## src/rtl/uart_tx_serializer.sv

```systemverilog
// UART transmit serializer: frames one byte per accept as start, 5-8 data
// bits LSB first, optional parity and one or two stop bits. Bit timing
// comes from an external oversampling tick (bclk_in), OVERSAMPLE ticks per bit.
module uart_tx_serializer #(
    parameter int OVERSAMPLE = 16
) (
    input  logic       clk_in,
    input  logic       rst_in,
    input  logic       bclk_in,
    input  logic [7:0] tx_data_in,
    input  logic       tx_valid_in,
    output logic       tx_ready_out,
    input  logic [1:0] wlen_in,
    input  logic       parity_en_in,
    input  logic       parity_odd_in,
    input  logic       stop2_in,
    output logic       txd_out,
    output logic       busy_out,
    output logic       done_out
);

    localparam int         DATA_W    = 8;
    localparam logic [5:0] TICK_LAST = 6'(OVERSAMPLE - 1);

    typedef enum logic [2:0] {IDLE, START, DATA, PARITY, STOP} state_t;

    state_t              state_q, state_nxt;
    logic [5:0]          tick_q, tick_nxt;
    logic [2:0]          bit_q, bit_nxt;
    logic [DATA_W-1:0]   data_q;
    logic [2:0]          last_q;
    logic                par_en_q, par_q, stop2_q;
    logic                txd_q, txd_nxt;
    logic                ready_q, busy_q, done_q, done_nxt;
    logic                accept, period_end;

    // Parity over the active data bits only; bits above the word length are masked out.
    function automatic logic parity_of(input logic [DATA_W-1:0] d, input logic [1:0] wl,
                                       input logic odd);
        logic [DATA_W-1:0] mask;
        case (wl)
            2'b00:   mask = 8'h1F;
            2'b01:   mask = 8'h3F;
            2'b10:   mask = 8'h7F;
            default: mask = 8'hFF;
        endcase
        return (^(d & mask)) ^ odd;
    endfunction

    assign accept     = tx_valid_in && ready_q;
    assign period_end = bclk_in && (tick_q == TICK_LAST);

    // Next-state, counter and serial-line value; txd is computed from the
    // next state so the registered line changes on the same edge as the state.
    always_comb begin
        state_nxt = state_q;
        tick_nxt  = tick_q;
        bit_nxt   = bit_q;
        done_nxt  = 1'b0;
        txd_nxt   = 1'b1;

        if (state_q != IDLE && bclk_in) begin
            tick_nxt = period_end ? 6'd0 : tick_q + 6'd1;
        end

        case (state_q)
            IDLE: begin
                if (accept) begin
                    state_nxt = START;
                    tick_nxt  = 6'd0;
                    bit_nxt   = 3'd0;
                end
            end
            START: begin
                if (period_end) state_nxt = DATA;
            end
            DATA: begin
                if (period_end) begin
                    if (bit_q == last_q) begin
                        bit_nxt   = 3'd0;
                        state_nxt = par_en_q ? PARITY : STOP;
                    end else begin
                        bit_nxt = bit_q + 3'd1;
                    end
                end
            end
            PARITY: begin
                if (period_end) begin
                    bit_nxt   = 3'd0;
                    state_nxt = STOP;
                end
            end
            STOP: begin
                if (period_end) begin
                    if (bit_q == {2'b00, stop2_q}) begin
                        bit_nxt   = 3'd0;
                        state_nxt = IDLE;
                        done_nxt  = 1'b1;
                    end else begin
                        bit_nxt = bit_q + 3'd1;
                    end
                end
            end
            default: state_nxt = IDLE;
        endcase

        case (state_nxt)
            START:   txd_nxt = 1'b0;
            DATA:    txd_nxt = data_q[bit_nxt];
            PARITY:  txd_nxt = par_q;
            default: txd_nxt = 1'b1;
        endcase
    end

    // Control state register with synchronous reset; a reset aborts any frame silently.
    always_ff @(posedge clk_in) begin
        if (rst_in) begin
            state_q <= IDLE;
            tick_q  <= 6'd0;
            bit_q   <= 3'd0;
            txd_q   <= 1'b1;
            ready_q <= 1'b0;
            busy_q  <= 1'b0;
            done_q  <= 1'b0;
        end else begin
            state_q <= state_nxt;
            tick_q  <= tick_nxt;
            bit_q   <= bit_nxt;
            txd_q   <= txd_nxt;
            ready_q <= (state_nxt == IDLE);
            busy_q  <= (state_nxt != IDLE);
            done_q  <= done_nxt;
        end
    end

    // Frame data and configuration snapshot taken at accept; held for the whole frame.
    always_ff @(posedge clk_in) begin
        if (accept) begin
            data_q   <= tx_data_in;
            last_q   <= 3'd4 + {1'b0, wlen_in};
            par_en_q <= parity_en_in;
            par_q    <= parity_of(tx_data_in, wlen_in, parity_odd_in);
            stop2_q  <= stop2_in;
        end
    end

    assign tx_ready_out = ready_q;
    assign busy_out     = busy_q;
    assign done_out     = done_q;
    assign txd_out      = txd_q;

endmodule

```

## config.mk

```make
export PLATFORM = sky130hd
export DESIGN_NAME = uart_tx_serializer
export DESIGN_NICKNAME = d
export VERILOG_FILES = /design/src/rtl/uart_tx_serializer.sv
export SDC_FILE = /design/constraint.sdc
export NUM_CORES = 1
export LEC_CHECK = 0
export ABC_CLOCK_PERIOD_IN_PS = 2100
export BUFFER_PORTS_ARGS = -buffer_cell sky130_fd_sc_hd__buf_2
export CORE_AREA = 2 2 61 63
export DETAILED_ROUTE_END_ITERATION = 6
export DIE_AREA = 0 0 63 65
export PLACE_DENSITY = 0.65
export SLEW_MARGIN = 25
export SYNTH_ARGS = -nofsm -noshare
export SYNTH_HDL_FRONTEND = slang
export SYNTH_SLANG_ARGS = --single-unit
```

## constraint.sdc

```tcl
create_clock -name clk_in -period 2.1 [get_ports clk_in]
set_input_delay 0.21 -clock clk_in [delete_from_list [all_inputs] [get_ports clk_in]]
set_output_delay 0.21 -clock clk_in [all_outputs]
set_load 0.02 [all_outputs]
```

==> flow_summary.toml <==
[outcome]
status = "completed"

[min_path]
hold_path_class = "input pin to flip-flop"
min_from = "parity_en_in"

[sta]
hold_viol = 0
max_clock_freq_ghz = 0.5057
rsz0062_at_grt = "false"
period_share_pct = 94.16
relSlewSlack_pct = 63.09
finalClockSkew_ns = 0.009880
fin_tns_setup_ns = 0
worst_pin_slew_ns = 0.5485
min_period_ns = 1.977
maxSlewViolCount = 0
finalSetupViolCount = 0

[pwr]
switching_power_mw = 0.2780
p_leak_nw = 0.6790
vdd_drop_max_uv = 365.3
intPower_mw = 0.7956
comb_power_share_pct = 12.2
p_clk_share_pct = 29.2
p_total_mw = 1.074
switching_share_pct = 25.89
pwr-share-seq_pct = 58.5
p_per_area_mw_per_mm2 = 590.9

[clocking]
clock_latency_ns = 0.34
clockBufferDepth = 2
cts.sinks = 29
htree_levels = 2
tritoncts = "built"
numCtsBuffers = 5
postCtsHoldBufs = 0
ctsRootBufferMaster = "clkbuf_4"
clkTransAtPathRegs_ns = 0.09

[logic_synthesis]
syn_area_mm2 = 0.001498
synth_flop_cell = "dfxtp_1"
synth_nets = 165
yosysTopAreaCell = "edfxtp_1"
synthTopCellsByCount = "dfxtp_1 (16), nor2_1 (14), edfxtp_1 (13)"
synth_seq_cells = 29
yosysSeqAreaShare_pct = 47.45
synth_area_leaders = "edfxtp_1 (26%), dfxtp_1 (21%), xnor2_1 (5.8%)"
synthArstFlopShare_pct = 0
synth_edf_count = 13
yosysMostFrequentCell = "dfxtp_1"
ys_types = 49
synth_top_area_share_pct = 26.07
synth_cells = 146
yosys_warnings = 0
post_synth.cell_area_avg_um2 = 10.26

[die]
core_region_area_mm2 = 0.003496
die_x_um = 63
die_y_um = 65
dieArea_mm2 = 0.004095
initial_core_util_pct = 42.84
ios = 21
rows = 22

[worst_setup_path]
slowest_stage = "dfxtp_4"
start_kind = "flip-flop"
end_kind = "flip-flop"
max_stage_delay_ns = 0.38
path_cells = "ha_4 -> nand4bb_4 -> nor3_4 -> o21ai_2 -> mux2_4 -> a221oi_2 -> mux2i_1 -> o211a_1"
reg2reg_from = "tick_q[0]"
crit_type = "flip-flop to flip-flop"
crit_buf_inv = 0
worstPathRequired_ns = 2.33
path_delay_family = "compound AO/OA/AOI/OAI gates"
cp-startpoint = "tick_q[0]"
cp_max_fo = 5
critPathArrivalTime_ns = 2.21

[global_route]
grt_util_met1_pct = 19.91
grt_overflow = 0
top_usage_layer = "met2"
antenna_found_initial = 0
grt.total_usage_pct = 16.74
use_met2_pct = 24.87
grt_pass1_wl_um = 5106
grt_pass1_vias = 1141
grt_max_degree = 14
grtUsageMet3_pct = 6.250

[placement]
portBuffers = 20
hpwl_um = 2233
finalWeightedCongestion = 0.8921

[routing]
via_per_inst = 5.183
dr.pass1.iters = 4
drtAntennaViolNets = 0
wl_per_cell_um = 12.87
drc = 0
drt_wl_total_um = 2883
num_vias = 1161
drtIter0Drc = 36

[run]
cap_violations = 0

[final_layout]
drive_above_1_share_pct = 30.11
nets = 194
n_fill_cell = 327
syn_to_final_growth_pct = 21.30
antenna_cells = 0
## cells in the final DEF (no fill, tap or decap), drive strengths merged, types with 5 or more instances in the layout
| cell | netlist | final |
|---|---|---|
| clkbuf | 1 | 5 |
| o21ai | 8 | 8 |
| nor2 | 15 | 15 |
| edfxtp | 13 | 13 |
| buf | 0 | 23 |
| xnor2 | 10 | 10 |
| dfxtp | 16 | 16 |
| inv | 8 | 8 |
| nand2 | 12 | 12 |
| a21oi | 5 | 5 |
## flip-flops by register name, indices dropped and copies added (netlist names)
| name | count |
|---|---|
| par_en_q | 1 |
| data_q | 8 |
| txd_out | 1 |
| state_q | 3 |
| bit_q | 3 |
| tick_q | 6 |
| busy_out | 1 |
| stop2_q | 1 |
| tx_ready_out | 1 |
| par_q | 1 |
| last_q | 2 |
| done_out | 1 |
## power by group through the flow
stage / clock (mW) / sequential, mW / combinational (mW)
after detailed placement: 0 / 0.640 / 0.126
final: 0.314 / 0.628 / 0.131
after global placement: 0 / 0.639 / 0.123
after CTS: 0.327 / 0.627 / 0.126
after floorplan: 0 / 0.644 / 0.0801
after global routing: 0.358 / 0.632 / 0.147
## cell type report
| type | count | area (um^2) | share of cell area, % |
|---|---|---|---|
| Clock inverter | 3 | 12.51 | 0.6887 |
| Timing Repair Buffer | 23 | 122.6 | 6.749 |
| Sequential cell | 29 | 718.2 | 39.53 |
| Tap cell | 48 | 60.06 | 3.306 |
| Multi-Input combinational cell | 108 | 835.8 | 46.01 |
| Inverter | 8 | 30.03 | 1.653 |
| Clock buffer | 5 | 37.54 | 2.066 |
## what timing repair did
| item | CTS | global route |
|---|---|---|
| endpoints found under the setup margin | 0 | 2 |
| resized for setup | 0 | 17 |
| buffers inserted | 0 | 2 |
| hold endpoints to repair | 0 | 0 |
## stage by stage
step,hold slack [ns],cell area [um^2],cells,util [%],setup WS (ns)
2_1_floorplan,0.2909,1498,146,-,0.2212
3_3_place_gp,0.3863,1662,214,47.53,0.07666
3_5_place_dp,0.3891,1662,214,47.53,0.05224
4_1_cts,0.03654,1712,222,48.96,0.02803
5_1_grt,0.02261,1817,224,51.97,0.01184
6_report,0.05429,1817,224,51.97,0.1226
## final timing paths
| path | to | slack, ns | cells past startpoint |
|---|---|---|---|
| worst min register to register | tick_q[4] | 0.52 | 2 |
| worst max register to register | txd_out | 0.12 | 8 |
| worst min-delay path | par_en_q | 0.05 | 1 |
| worst max-delay path | txd_out | 0.12 | 8 |
## routing by layer
| metal | up-vias | routed length, um |
|---|---|---|
| met2 | 35 | 1366 |
| met5 | - | 0 |
| li1 | 584 | - |
| met1 | 535 | 1284 |
| met3 | 7 | 150 |
| met4 | 0 | 82 |
## kinds of logic after synthesis
logic type,share of synthesized area [%]
and+or+nand+nor,20.13
xor gates and xnor gates,8.187
muxes,2.339
AOI/OAI and AO/OA,17.96
DFF,47.45
adders and majority gates,1.671
buffers and inverters,2.255
Note: power is estimated with default switching activity, not from simulation.
